===== src/rtl/ps2_pkg.sv =====
// Shared definitions for the PS/2 scancode path: prefix/error byte values,
// event word layout and the decoder state encoding.
package ps2_pkg;

  localparam logic [7:0] PS2_EXT_PREFIX = 8'hE0;
  localparam logic [7:0] PS2_BRK_PREFIX = 8'hF0;
  localparam logic [7:0] PS2_ERR0       = 8'h00;
  localparam logic [7:0] PS2_ERR1       = 8'hFF;

  localparam int EVT_CODE_W  = 8;
  localparam int EVT_W       = 10;
  localparam int EVT_BRK_BIT = 9;
  localparam int EVT_EXT_BIT = 8;

  typedef enum logic {
    ST_IDLE   = 1'b0,
    ST_PREFIX = 1'b1
  } ps2_state_e;

  function automatic logic [EVT_W-1:0] pack_evt(input logic brk, input logic ext,
                                                input logic [EVT_CODE_W-1:0] code);
    logic [EVT_W-1:0] evt;
    evt = '0;
    evt[EVT_BRK_BIT] = brk;
    evt[EVT_EXT_BIT] = ext;
    evt[EVT_CODE_W-1:0] = code;
    return evt;
  endfunction

endpackage


===== src/rtl/ps2_evt_fifo.sv =====
// Show-ahead event FIFO: circular buffer with wrapping pointers and an
// occupancy counter. Head reads as zero while empty.
module ps2_evt_fifo #(
  parameter int DEPTH = 8,
  parameter int WIDTH = 10,
  localparam int PTR_W = $clog2(DEPTH),
  localparam int CNT_W = $clog2(DEPTH) + 1
) (
  input  logic             clk,
  input  logic             rst_n,
  input  logic             push,
  input  logic [WIDTH-1:0] push_data,
  input  logic             pop,
  output logic [WIDTH-1:0] head_data,
  output logic [CNT_W-1:0] count,
  output logic             empty,
  output logic             drop
);

  logic [WIDTH-1:0] mem [DEPTH];
  logic [PTR_W-1:0] wr_ptr_reg, rd_ptr_reg;
  logic [CNT_W-1:0] count_reg;
  logic             full, pop_en, push_en;

  assign empty   = (count_reg == '0);
  assign full    = (count_reg == CNT_W'(DEPTH));
  assign pop_en  = pop & ~empty;
  // A pop on a full FIFO frees the slot the concurrent push lands in.
  assign push_en = push & (~full | pop_en);
  assign drop    = push & full & ~pop_en;

  always_ff @(posedge clk) begin
    if (push_en) mem[wr_ptr_reg] <= push_data;
  end

  always_ff @(posedge clk or negedge rst_n) begin
    if (!rst_n) begin
      wr_ptr_reg <= '0;
      rd_ptr_reg <= '0;
      count_reg  <= '0;
    end else begin
      if (push_en) wr_ptr_reg <= wr_ptr_reg + 1'b1;
      if (pop_en)  rd_ptr_reg <= rd_ptr_reg + 1'b1;
      case ({push_en, pop_en})
        2'b10:   count_reg <= count_reg + 1'b1;
        2'b01:   count_reg <= count_reg - 1'b1;
        default: count_reg <= count_reg;
      endcase
    end
  end

  assign head_data = empty ? '0 : mem[rd_ptr_reg];
  assign count     = count_reg;

endmodule


===== src/rtl/ps2_scancode_ctrl.sv =====
// PS/2 scancode controller: folds E0/F0 prefixes into single key events,
// queues them and exposes a valid/ready pop port with interrupt and overflow.
module ps2_scancode_ctrl
  import ps2_pkg::*;
#(
  parameter int FIFO_DEPTH  = 8,
  parameter int TIMEOUT_CYC = 1_000_000
) (
  input  logic                          clk,
  input  logic                          rst_n,
  input  logic [15:0]                   keycode_i,
  input  logic                          keycode_valid_i,
  output logic                          evt_valid_o,
  output logic [EVT_W-1:0]              evt_data_o,
  input  logic                          evt_ready_i,
  output logic [$clog2(FIFO_DEPTH):0]   evt_count_o,
  output logic                          irq_o,
  output logic                          overflow_o,
  input  logic                          clr_overflow_i
);

  localparam int TMO_W = $clog2(TIMEOUT_CYC + 1);
  localparam logic [TMO_W-1:0] TMO_LAST = TMO_W'(TIMEOUT_CYC - 1);

  ps2_state_e       state_reg, state_next;
  logic             ext_reg, ext_next, brk_reg, brk_next;
  logic [TMO_W-1:0] tmo_cnt_reg, tmo_cnt_next;
  logic             valid_d_reg, overflow_reg;
  logic             accept, timed_out, ext_cur, brk_cur;
  logic             push, fifo_empty, fifo_drop;
  logic [EVT_W-1:0] push_data;
  logic [7:0]       code_lo, code_hi;

  assign accept  = keycode_valid_i & ~valid_d_reg;
  assign code_lo = keycode_i[7:0];
  assign code_hi = keycode_i[15:8];

  // A prefix that expires on the same edge as a new byte is already gone.
  assign timed_out = (state_reg == ST_PREFIX) && (tmo_cnt_reg == TMO_LAST);
  assign ext_cur   = ext_reg & ~timed_out;
  assign brk_cur   = brk_reg & ~timed_out;

  always_comb begin
    state_next   = state_reg;
    ext_next     = ext_cur;
    brk_next     = brk_cur;
    tmo_cnt_next = tmo_cnt_reg;
    push         = 1'b0;
    push_data    = pack_evt(brk_cur, ext_cur, code_lo);

    if (timed_out) begin
      state_next   = ST_IDLE;
      tmo_cnt_next = '0;
    end else if (state_reg == ST_PREFIX) begin
      tmo_cnt_next = tmo_cnt_reg + 1'b1;
    end

    if (accept) begin
      tmo_cnt_next = '0;
      if (keycode_i == {PS2_EXT_PREFIX, PS2_ERR0}) begin
        ext_next   = 1'b1;
        state_next = ST_PREFIX;
      end else if (code_lo == PS2_BRK_PREFIX) begin
        brk_next   = 1'b1;
        ext_next   = ext_cur | (code_hi == PS2_EXT_PREFIX);
        state_next = ST_PREFIX;
      end else begin
        push       = (code_lo != PS2_ERR0) && (code_lo != PS2_ERR1);
        ext_next   = 1'b0;
        brk_next   = 1'b0;
        state_next = ST_IDLE;
      end
    end
  end

  always_ff @(posedge clk or negedge rst_n) begin
    if (!rst_n) begin
      state_reg    <= ST_IDLE;
      ext_reg      <= 1'b0;
      brk_reg      <= 1'b0;
      tmo_cnt_reg  <= '0;
      valid_d_reg  <= 1'b0;
      overflow_reg <= 1'b0;
    end else begin
      state_reg    <= state_next;
      ext_reg      <= ext_next;
      brk_reg      <= brk_next;
      tmo_cnt_reg  <= tmo_cnt_next;
      valid_d_reg  <= keycode_valid_i;
      if (fifo_drop)           overflow_reg <= 1'b1;
      else if (clr_overflow_i) overflow_reg <= 1'b0;
    end
  end

  ps2_evt_fifo #(
    .DEPTH (FIFO_DEPTH),
    .WIDTH (EVT_W)
  ) u_fifo (
    .clk       (clk),
    .rst_n     (rst_n),
    .push      (push),
    .push_data (push_data),
    .pop       (evt_ready_i),
    .head_data (evt_data_o),
    .count     (evt_count_o),
    .empty     (fifo_empty),
    .drop      (fifo_drop)
  );

  assign evt_valid_o = ~fifo_empty;
  assign irq_o       = ~fifo_empty;
  assign overflow_o  = overflow_reg;

endmodule


===== config.mk =====
export PLATFORM = sky130hd
export DESIGN_NAME = ps2_scancode_ctrl
export DESIGN_NICKNAME = d
export VERILOG_FILES = /design/src/rtl/ps2_pkg.sv /design/src/rtl/ps2_evt_fifo.sv /design/src/rtl/ps2_scancode_ctrl.sv
export SDC_FILE = /design/constraint.sdc
export NUM_CORES = 1
export LEC_CHECK = 0
export ABC_AREA = 1
export CAP_MARGIN = 25
export CORE_MARGIN = 5
export CORE_UTILIZATION = 40
export CTS_BUF_LIST = sky130_fd_sc_hd__clkbuf_16
export CTS_CLUSTER_SIZE = 14
export DETAILED_ROUTE_END_ITERATION = 6
export SLEW_MARGIN = 20
export SYNTH_ARGS = -nofsm -noshare
export SYNTH_HDL_FRONTEND = slang
export SYNTH_SLANG_ARGS = --single-unit

===== constraint.sdc =====
create_clock -name clk -period 6.9 [get_ports clk]
set_clock_uncertainty 0.05 [all_clocks]
set_input_delay 1.725 -clock clk [delete_from_list [all_inputs] [get_ports clk]]
set_output_delay 1.725 -clock clk [all_outputs]
set_load 0.02 [all_outputs]

Word level (Yosys, flattened, before mapping)
Memories as Yosys holds them, arrays and structs flattened.
Index checks and enable logic that the tools add are counted.
- register bits after elaboration: 35
- bits in writable memories: 80
- bits of input ports: 21
- logic and storage cells: 66
- memories: 1
- memories (name ; depth ; bits a word ; rd ports ; clocked after Yosys merged registers in ; wr ports ; RTL line ; source):
    u_fifo.mem ; 8 ; 10 ; 1 ; 0 ; 1 ; ps2_evt_fifo.sv:20 ; logic [WIDTH-1:0] mem [DEPTH];
- add/subtract/negate cells: 5
- equality and inequality tests: 8
- mux-type cells: 21
- bitwise operators: 14
- reductions and logical operators: 8
- operators with widths (cell ; number):
    two-way mux 20 bit ; 3
    adder 20 x 1 -> 20 bit (second input constant) ; 1
    equality test 20 bit (second input constant) ; 1
    equality test 16 bit (second input constant) ; 1
    equality test 8 bit (second input constant) ; 2
    two-way mux 1 bit ; 16
    two-way mux 10 bit ; 1
    inequality test 8 bit (second input constant) ; 1
    case mux 4 bit (2 select lines) ; 1
    nonzero test 8 bit ; 1
    AND 1 bit ; 7
    adder 3 x 1 -> 3 bit (second input constant) ; 2
    nonzero test 2 bit ; 3
    inverter 1 bit ; 5
    adder 4 x 1 -> 4 bit (second input constant) ; 1
    equality test 4 bit (second input constant) ; 1
    zero test 4 bit ; 1
    subtractor 4 x 1 -> 4 bit (second input constant) ; 1
    nonzero test 3 bit ; 1
    equality test 2 x 1 -> 1 bit (second input constant) ; 1
    equality test 2 bit (second input constant) ; 1
    logical AND 1 bit ; 2
    OR 1 bit ; 2

Longest topological paths before layout
Gate-level depths: netlist of the first run.
- depth after elaboration: 8
- gate-level depth with buffers: 12
- depth with buffers taken out: 12

Cells and area by module
A second synthesis of the first run with hierarchy kept.
- cell total of the unflattened synthesis: 556
- area, all modules: 5449.0 um^2
- by module, submodules not included (module ; times used ; cells each ; area an instance (um^2) ; seq. area each (um^2)):
    ps2_evt_fifo ; 1 ; 322 ; 3806.2 ; 2652.5
    ps2_scancode_ctrl ; 1 ; 234 ; 1642.8 ; 625.6

Least setup slack after synthesis of the first run
Ideal clock, no wire load.
- path type: input -> register
- start: in keycode_valid_i
- end: reg u_fifo.count_reg[2] (netlist: u_fifo.count[2])
- arrival: 3.511 ns
- required time: 6.768 ns
- setup slack: 3.257 ns
- stages on the path: 11
- buffers on the path: 0
- cells stage by stage: inv_1 -> nor2_4 -> inv_1 -> nor2_1 -> nand3_2 -> ha_1 -> xor2_1 -> ha_1 -> a21oi_1 -> or2_2 -> a31oi_1
- longest elaborated chain between the ends: 5
- ends and longest elaborated chain (what ; RTL line ; source):
    start, declared ; ps2_scancode_ctrl.sv:12 ; input logic keycode_valid_i,
    AND 1 bit (*) ; ps2_scancode_ctrl.sv:34 ; assign accept = keycode_valid_i & ~valid_d_reg;
    two-way mux 1 bit (*) ; ps2_scancode_ctrl.sv:58 ; if (accept) begin
    AND 1 bit (*) ; ps2_evt_fifo.sv:29 ; assign push_en = push & (~full | pop_en);
    equality test 2 x 1 -> 1 bit / equality test 2 bit (equally long branches) ; ps2_evt_fifo.sv:44 ; case ({push_en, pop_en})
    case mux 4 bit (2 select lines) / nonzero test 2 bit (equally long branches) ; -- ;
    end signal, assigned ; ps2_evt_fifo.sv:45 ; 2'b10: count_reg <= count_reg + 1'b1;
    end signal, assigned ; ps2_evt_fifo.sv:46 ; 2'b01: count_reg <= count_reg - 1'b1;
    end signal, assigned ; ps2_evt_fifo.sv:47 ; default: count_reg <= count_reg;
    end, declared ; ps2_evt_fifo.sv:22 ; logic [CNT_W-1:0] count_reg;
Mark *: on every way between the ends. The rest lies on a longest branch, timed or not.
A chain may end at the register's enable or synchronous reset.

Worst setup path in the final report of the first run
- start: reg u_fifo.rd_ptr_reg[1]
- end: out evt_data_o[5]
- longest elaborated chain between the ends: 2
- ends and longest elaborated chain (what ; RTL line ; source):
    start, declared ; ps2_evt_fifo.sv:21 ; logic [PTR_W-1:0] wr_ptr_reg, rd_ptr_reg;
    start signal, assigned ; ps2_evt_fifo.sv:43 ; if (pop_en) rd_ptr_reg <= rd_ptr_reg + 1'b1;
    memory (8 x 10 bit) ; -- ;
    two-way mux 10 bit ; ps2_evt_fifo.sv:52 ; assign head_data = empty ? '0 : mem[rd_ptr_reg];
    end, declared ; ps2_scancode_ctrl.sv:14 ; output logic [EVT_W-1:0] evt_data_o,
No other way between the ends.

==> key figures, run 1 <==
GRT
  • Initial antenna violation count: 0
  • Total GRT Usage: approximately 16%
  • First-pass GRT wire length: between 15,000 and 20,000 µm
  • Number of global-route vias before repair: 3,823
  • Pin count of the biggest net entering global routing: 43
  • GR Overflow Total: 0

CTS
  • Worst-Skew Late Latency: 0.42 ns
  • Worst-path clk slew: 0.06 ns
  • Cts hold-fix bufs: 0
  • Postcts setup bufs: 0
  • Num CTS Buffers: 17
  • CTS tree: done
  • # resized after CTS: 0
  • Htree depth: 4
  • Root Buffer: clkbuf_16
  • Number of clock sinks: 115
  • CTS Buffer Depth: 2

Timing
  • Fmax: 210 MHz
  • Final Hold Vio Count: 0
  • Final min period: 4.76 ns
  • Fin. max-slew vios: 0
  • Unrepaired setup endpoints after global routing: no
  • Final setup viols: 0
  • Setup TNS: 0 ns
  • Measured slew at the worst slew-check pin: 0.839 ns
  • Worst Slack Setup Final: 2.14 ns
  • Period utilization: 69.0%
  • Slew headroom: 44.1%

Drt
  • Via count: 3,902
  • Number of detailed-route iterations in the first pass: 5
  • Routed wire length: 12,200 µm
  • Drt via density: between 5 and 6
  • DRT iter0 DRCs: 337
  • DRC viols: 0
  • Post-DRT Antenna Nets: 0
  • Wire per inst: 15.9 µm

Pwr
  • P_sw: 0.000845 W
  • Worst IR drop on VDD: 163 µV
  • Register share of total power: a little over a third
  • Switching Fraction: approximately a third
  • Combinational power share: 31.4%
  • Clk pwr share: about 33%
  • Leakage power: 2.44 nW
  • Power Internal: about 0.0016 W
  • PD cells: 377 nW/µm²

Critical path
  • Worst Path Required: slightly above 5 ns
  • Worst Setup Start Kind: flop
  • CP delay by family, top: buffers and inverters
  • Arrival time worst endpoint: 2.99 ns
  • CP max FO: 22
  • Buf/Inv on CP: 2
  • Critical path, cell by cell: inv_1 -> o21ai_0 -> o22ai_1 -> o21ai_0 -> nor2_1 -> clkdlybuf4s50_1
  • Largest stage delay, worst path: around 0.66 ns
  • Worst setup EP type: primary output
  • Most numerous cell on the critical path: o21ai_0
  • Crit Path Class: reg -> out
  • Slowest-stage cell, CP: dfrtp_1

Min path
  • Hold Crit Class: reg -> reg

Floorplan
  • Die extent in y: around 130 µm
  • Die width: 125 µm
  • Core area: 13,100 µm²
  • Boundary Pins: 38
  • Initial Utilization: 40.4%
  • Row count: 42
  • Full die area: 15,700 µm²

Cells and area
  • Share of the core filled with cells: 49.2%
  • Share of cells above drive strength 1: 9.93%
  • Design Area, Final: 6460 µm²
  • # nets final: a little over 600
  • # diodes: 0
  • Commonest cells after routing, fill and taps aside: 97 x nor2_1, 80 x nand2_1, 80 x edfxtp_1
  • Largest register FFs: 80
  • Most common cell after layout, fill and taps aside: nor2_1
  • Area grow syn2layout: 21.8%

Yosys
  • Avg Cell Area, Syn: 9.95 µm²
  • #FFs+latches synth: 115
  • Unique masters post-synth: 27
  • Post-synthesis net count: 560
  • Yosys warns: 0
  • Mapped Cells: around 530
  • Post-synthesis instance area: 5310 µm²
  • Seq/Total Area, Yosys: 61.8%

Placed design
  • Post-DP HPWL: 8020 µm
  • Routability cong.: 0.819
  • Cell Area, Placed: 5890 µm²
  • Buffers on Ports: 37
  • Post-place setup slack: 2.14 ns

Job
  • Max Cap Viol: 0

Outcome
  • Run status: finished clean
[per-layer routing]
layer | up-vias | track usage, % | wire, µm
met2 | 120 | 25.2 | 5770
met3 | 19 | 4.22 | 594
li1 | 1918 | - | -
met5 | - | 0 | 0
met4 | 0 | 6.89 | 275
met1 | 1845 | 21.5 | 5600
[Yosys cell counts]
cell type	instances	area share, %
a21oi_1	7	0.66
a31oi_1	2	0.24
buf_4	1	0.14
buf_6	1	0.21
clkbuf_1	17	1.2
dfrtp_1	35	17
edfxtp_1	80	45
ha_1	6	1.4
inv_1	45	3.2
inv_2	2	0.14
nand2_1	80	5.7
nand2_2	1	0.12
nand3_1	21	2.0
nand3_2	6	1.1
nand3b_1	1	0.14
nand4_1	9	1.1
nor2_1	97	6.9
nor2_4	6	1.3
nor3_1	6	0.57
o21ai_0	59	5.6
o21ai_1	8	0.75
o21ai_2	1	0.17
o21bai_1	1	0.14
o22ai_1	24	2.8
or2_2	1	0.12
xnor2_1	2	0.33
xor2_1	14	2.3
[cells by family after synthesis]
kind of cell	Yosys count	synth area share, %
adder cells (fa/ha/maj)	6	1.42
buffers and inverters	66	4.88
AO/OA/AOI/OAI	102	10.4
XOR/XNOR	16	2.64
AND/OR/NAND/NOR	228	18.9
flip-flops	115	61.8
[per-stage QoR]
| stage | total power, W | cells | hold slack [ns] |
|---|---|---|---|
| final | 0.00244 | 770 | 0.475 |
| after global routing | 0.00257 | 770 | 0.507 |
| after CTS | 0.00245 | 767 | 0.481 |
| after detailed placement | 0.00165 | 735 | 0.464 |
| after global placement | 0.00162 | 733 | 0.463 |
| after floorplan | 0.00133 | 533 | 0.444 |
[power groups by stage]
stage	logic, W	clock network [W]	registers [W]
finish	0.000765	0.000799	0.000872
global route	0.000842	0.000845	0.000879
CTS	0.000768	0.000810	0.000871
detailed placement	0.000766	0	0.000884
global placement	0.000737	0	0.000881
floorplan	0.000474	0	0.000860
[layout make-up]
cell class | count | area, µm²
inverter | 47 | 176
sequential | 115 | 3280
fill | 1186 | 6680
multi-input combinational | 352 | 1770
clock inverter | 15 | 120
tap | 176 | 220
clock buffer | 17 | 425
timing repair buffer | 48 | 472
[final timing paths]
check                                      from         endpoint  slack, ns  cells past startpoint
min in group asynchronous                 rst_n      valid_d_reg       1.36                      1
setup / recovery           u_fifo.rd_ptr_reg[1]    evt_data_o[5]       2.14                      6
setup reg to reg                    valid_d_reg  u_fifo.count[2]       4.27                     10
hold / removal                  u_fifo.count[3]  u_fifo.count[3]       0.48                      2
hold reg to reg                 u_fifo.count[3]  u_fifo.count[3]       0.48                      2
max in group asynchronous                 rst_n  tmo_cnt_reg[12]       4.91                      1
[worst reg2reg max path: stages (launching register included)]
cell and delay, ns:
dfrtp_1 0.39, nor2_4 0.16, inv_1 0.10, nor2_1 0.31
nand3_2 0.25, ha_1 0.34, xor2_1 0.28, ha_1 0.21
a21oi_1 0.05, or2_2 0.29, a31oi_1 0.13
Power figures use the tool's default switching activity.
==> run 2, diff against run 1 <==
Clock period 6.9 ns to 4.99 ns, I/O delays scaled along.
==> run 2 against run 1 <==
Against the previous run:
- via count is 1.9% higher
- final cell count stayed put
- core utilization is 0.095 points higher
- sequential power is 39% higher
==> key figures, run 2 (synthesis results as in run 1) <==
Outcome
  • Run status: finished clean

GRT
  • M1 GR Usage: a little over a fifth
  • Pin count of the biggest net entering global routing: 43
  • Initial antenna violation count: 0
  • GR Overflow Total: 0
  • Number of global-route vias before repair: 3,948
  • Total GRT Usage: 16.6%
  • First-pass GRT wire length: approximately 20,000 µm
  • Met2 GRT Util: 27.4%
  • Most Crowded Layer GR: met2
  • M3 GR Usage: under 10%

Timing
  • Period utilization: 86.5%
  • Final min period: around 4.3 ns
  • Fmax: between 200 and 250 MHz
  • Final setup viols: 0
  • Final Hold Vio Count: 0
  • Setup TNS: 0 ns
  • Unrepaired setup endpoints after global routing: no
  • Fin. max-slew vios: 0
  • Slew headroom: 44.8%
  • Measured slew at the worst slew-check pin: 0.828 ns
  • Worst Slack Setup Final: around 0.67 ns

Floorplan
  • Full die area: 15,700 µm²
  • Row count: 42
  • Boundary Pins: 38
  • Initial Utilization: 40.4%
  • Die extent in y: approximately 130 µm
  • Die width: 125 µm
  • Core area: ~13,000 µm²

Critical path
  • Crit Path Class: reg -> out
  • CP delay by family, top: buffers and inverters
  • Worst R2R Setup Slack: 2.37 ns
  • Critical path, cell by cell: inv_1 -> o21ai_0 -> o22ai_1 -> o21ai_0 -> nor2_1 -> clkdlybuf4s50_1
  • Most numerous cell on the critical path: o21ai_0
  • Slowest-stage cell, CP: dfrtp_1
  • Worst Path Required: between 3 and 4 ns
  • Worst Setup EP: evt_data_o[9]
  • Crit. Startpoint: u_fifo.rd_ptr_reg[1]
  • Largest stage delay, worst path: just under 0.7 ns
  • RR Endpoint: u_fifo.count[2]
  • CP Depth: 6
  • CP max FO: 22
  • Worst r2r src: valid_d_reg
  • Worst setup EP type: primary output
  • Buf/Inv on CP: 2
  • Arrival time worst endpoint: a little over 3 ns
  • Worst r2r path cells: 10
  • Worst Setup Start Kind: flop

Placed design
  • Post-DP HPWL: approximately 8000 µm
  • Placed cell count: 738
  • Post-place setup slack: 0.722 ns
  • Buffers on Ports: 37
  • Routability cong.: 0.847
  • Cell Area, Placed: 5890 µm²

Job
  • Max Cap Viol: 0

Drt
  • Drt via density: approximately 5.2
  • Post-DRT Antenna Nets: 0
  • DRC viols: 0
  • Via count: between 3k and 4k
  • Wire per inst: 16.0 µm
  • Routed wire length: 12,400 µm
  • Number of detailed-route iterations in the first pass: 5
  • DRT iter0 DRCs: 378

CTS
  • Worst-Skew Late Latency: 0.41 ns
  • CTS tree: done
  • Htree depth: 4
  • Postcts setup bufs: 0
  • Number of clock sinks: between 100 and 150
  • # resized after CTS: 0
  • Cts hold-fix bufs: 0
  • CTS Buffer Depth: 2
  • Worst-path clk slew: about 0.050 ns
  • Root Buffer: clkbuf_16
  • Num CTS Buffers: 17

Cells and area
  • Fin cells: 770
  • Reg area: 3280 µm²
  • # nets final: 608
  • Largest register FFs: 80
  • Fillers: approximately 1.2k
  • # diodes: 0
  • Most common cell after layout, fill and taps aside: nor2_1
  • Multi-input gate area: 1770 µm²
  • Area grow syn2layout: 22.0%
  • Design Area, Final: 6470 µm²
  • Commonest cells after routing, fill and taps aside: 97 x nor2_1, 80 x nand2_1, 80 x edfxtp_1
  • Share of cells above drive strength 1: 9.93%

Pwr
  • Leakage power: 2.45 nW
  • Worst IR drop on VDD: 226 µV
  • PD cells: 531 nW/µm²

Min path
  • Hold Crit Class: reg -> reg
  • WHS Path Cells: 2
-- run 2: cell types whose count changed in the layout (fill, tap and decap cells not counted), sizes merged --
cell      delta
clkinvlp     -3
bufinv       +1
clkinv       -2
inv          +4
-- run 2: routing by layer --
metal	share of wire [%]	wire (µm)	vias up
met1	44	5390	1917
met4	1.4	176	0
met2	50	6160	119
li1	-	-	1925
met5	0	0	-
met3	5.1	631	15
-- run 2: final cells by class --
class                           count  share of cell area, %
Sequential cell                   115                   50.6
Multi-Input combinational cell    352                   27.3
Timing Repair Buffer               48                   6.92
Clock buffer                       17                   6.57
Tap cell                          176                   3.40
Inverter                           47                   2.73
Clock inverter                     15                   2.42
-- run 2: per-stage QoR --
stage | hold WS (ns) | utilization (%) | total power [W]
final | 0.475 | 49.3 | 0.00343
after global routing | 0.504 | 49.3 | 0.00362
after CTS | 0.479 | 49.3 | 0.00346
after detailed placement | 0.464 | 44.8 | 0.00227
after global placement | 0.461 | 44.8 | 0.00225
after floorplan | 0.444 | - | 0.00185
-- run 2: worst min-delay path by stage --
stage / from / end / slack [ns]
floorplan: tmo_cnt_reg[1] / tmo_cnt_reg[1] / 0.44
global placement: tmo_cnt_reg[1] / tmo_cnt_reg[1] / 0.46
detailed placement: tmo_cnt_reg[1] / tmo_cnt_reg[1] / 0.46
CTS: overflow_o / overflow_o / 0.48
global route: u_fifo.count[3] / u_fifo.count[3] / 0.50
finish: tmo_cnt_reg[1] / tmo_cnt_reg[1] / 0.47
-- run 2: where the power goes --
part	switching, W	internal, W	leakage, nW	total (W)
registers	0.000105	0.00110	1.20	0.00121
logic	0.000635	0.000405	0.981	0.00104
clock network	0.000448	0.000738	0.276	0.00119
-- run 2: worst register-to-register path, delay by kind of cell, from the launching register on --
family                     cells  cell delay, ns
adders and majority gates      2            0.55
and+or+nand+nor                4            1.04
AOI/OAI and AO/OA              2            0.17
xor gates and xnor gates       1            0.26
buffers and inverters          1            0.10
DFF                            1            0.39
==> run 3, diff against run 2 <==
Settings changed: CTS_CLUSTER_SIZE 14 to not set.
==> results of run 3 <==
Final layout, timing and power as in run 2 (identical DEF).
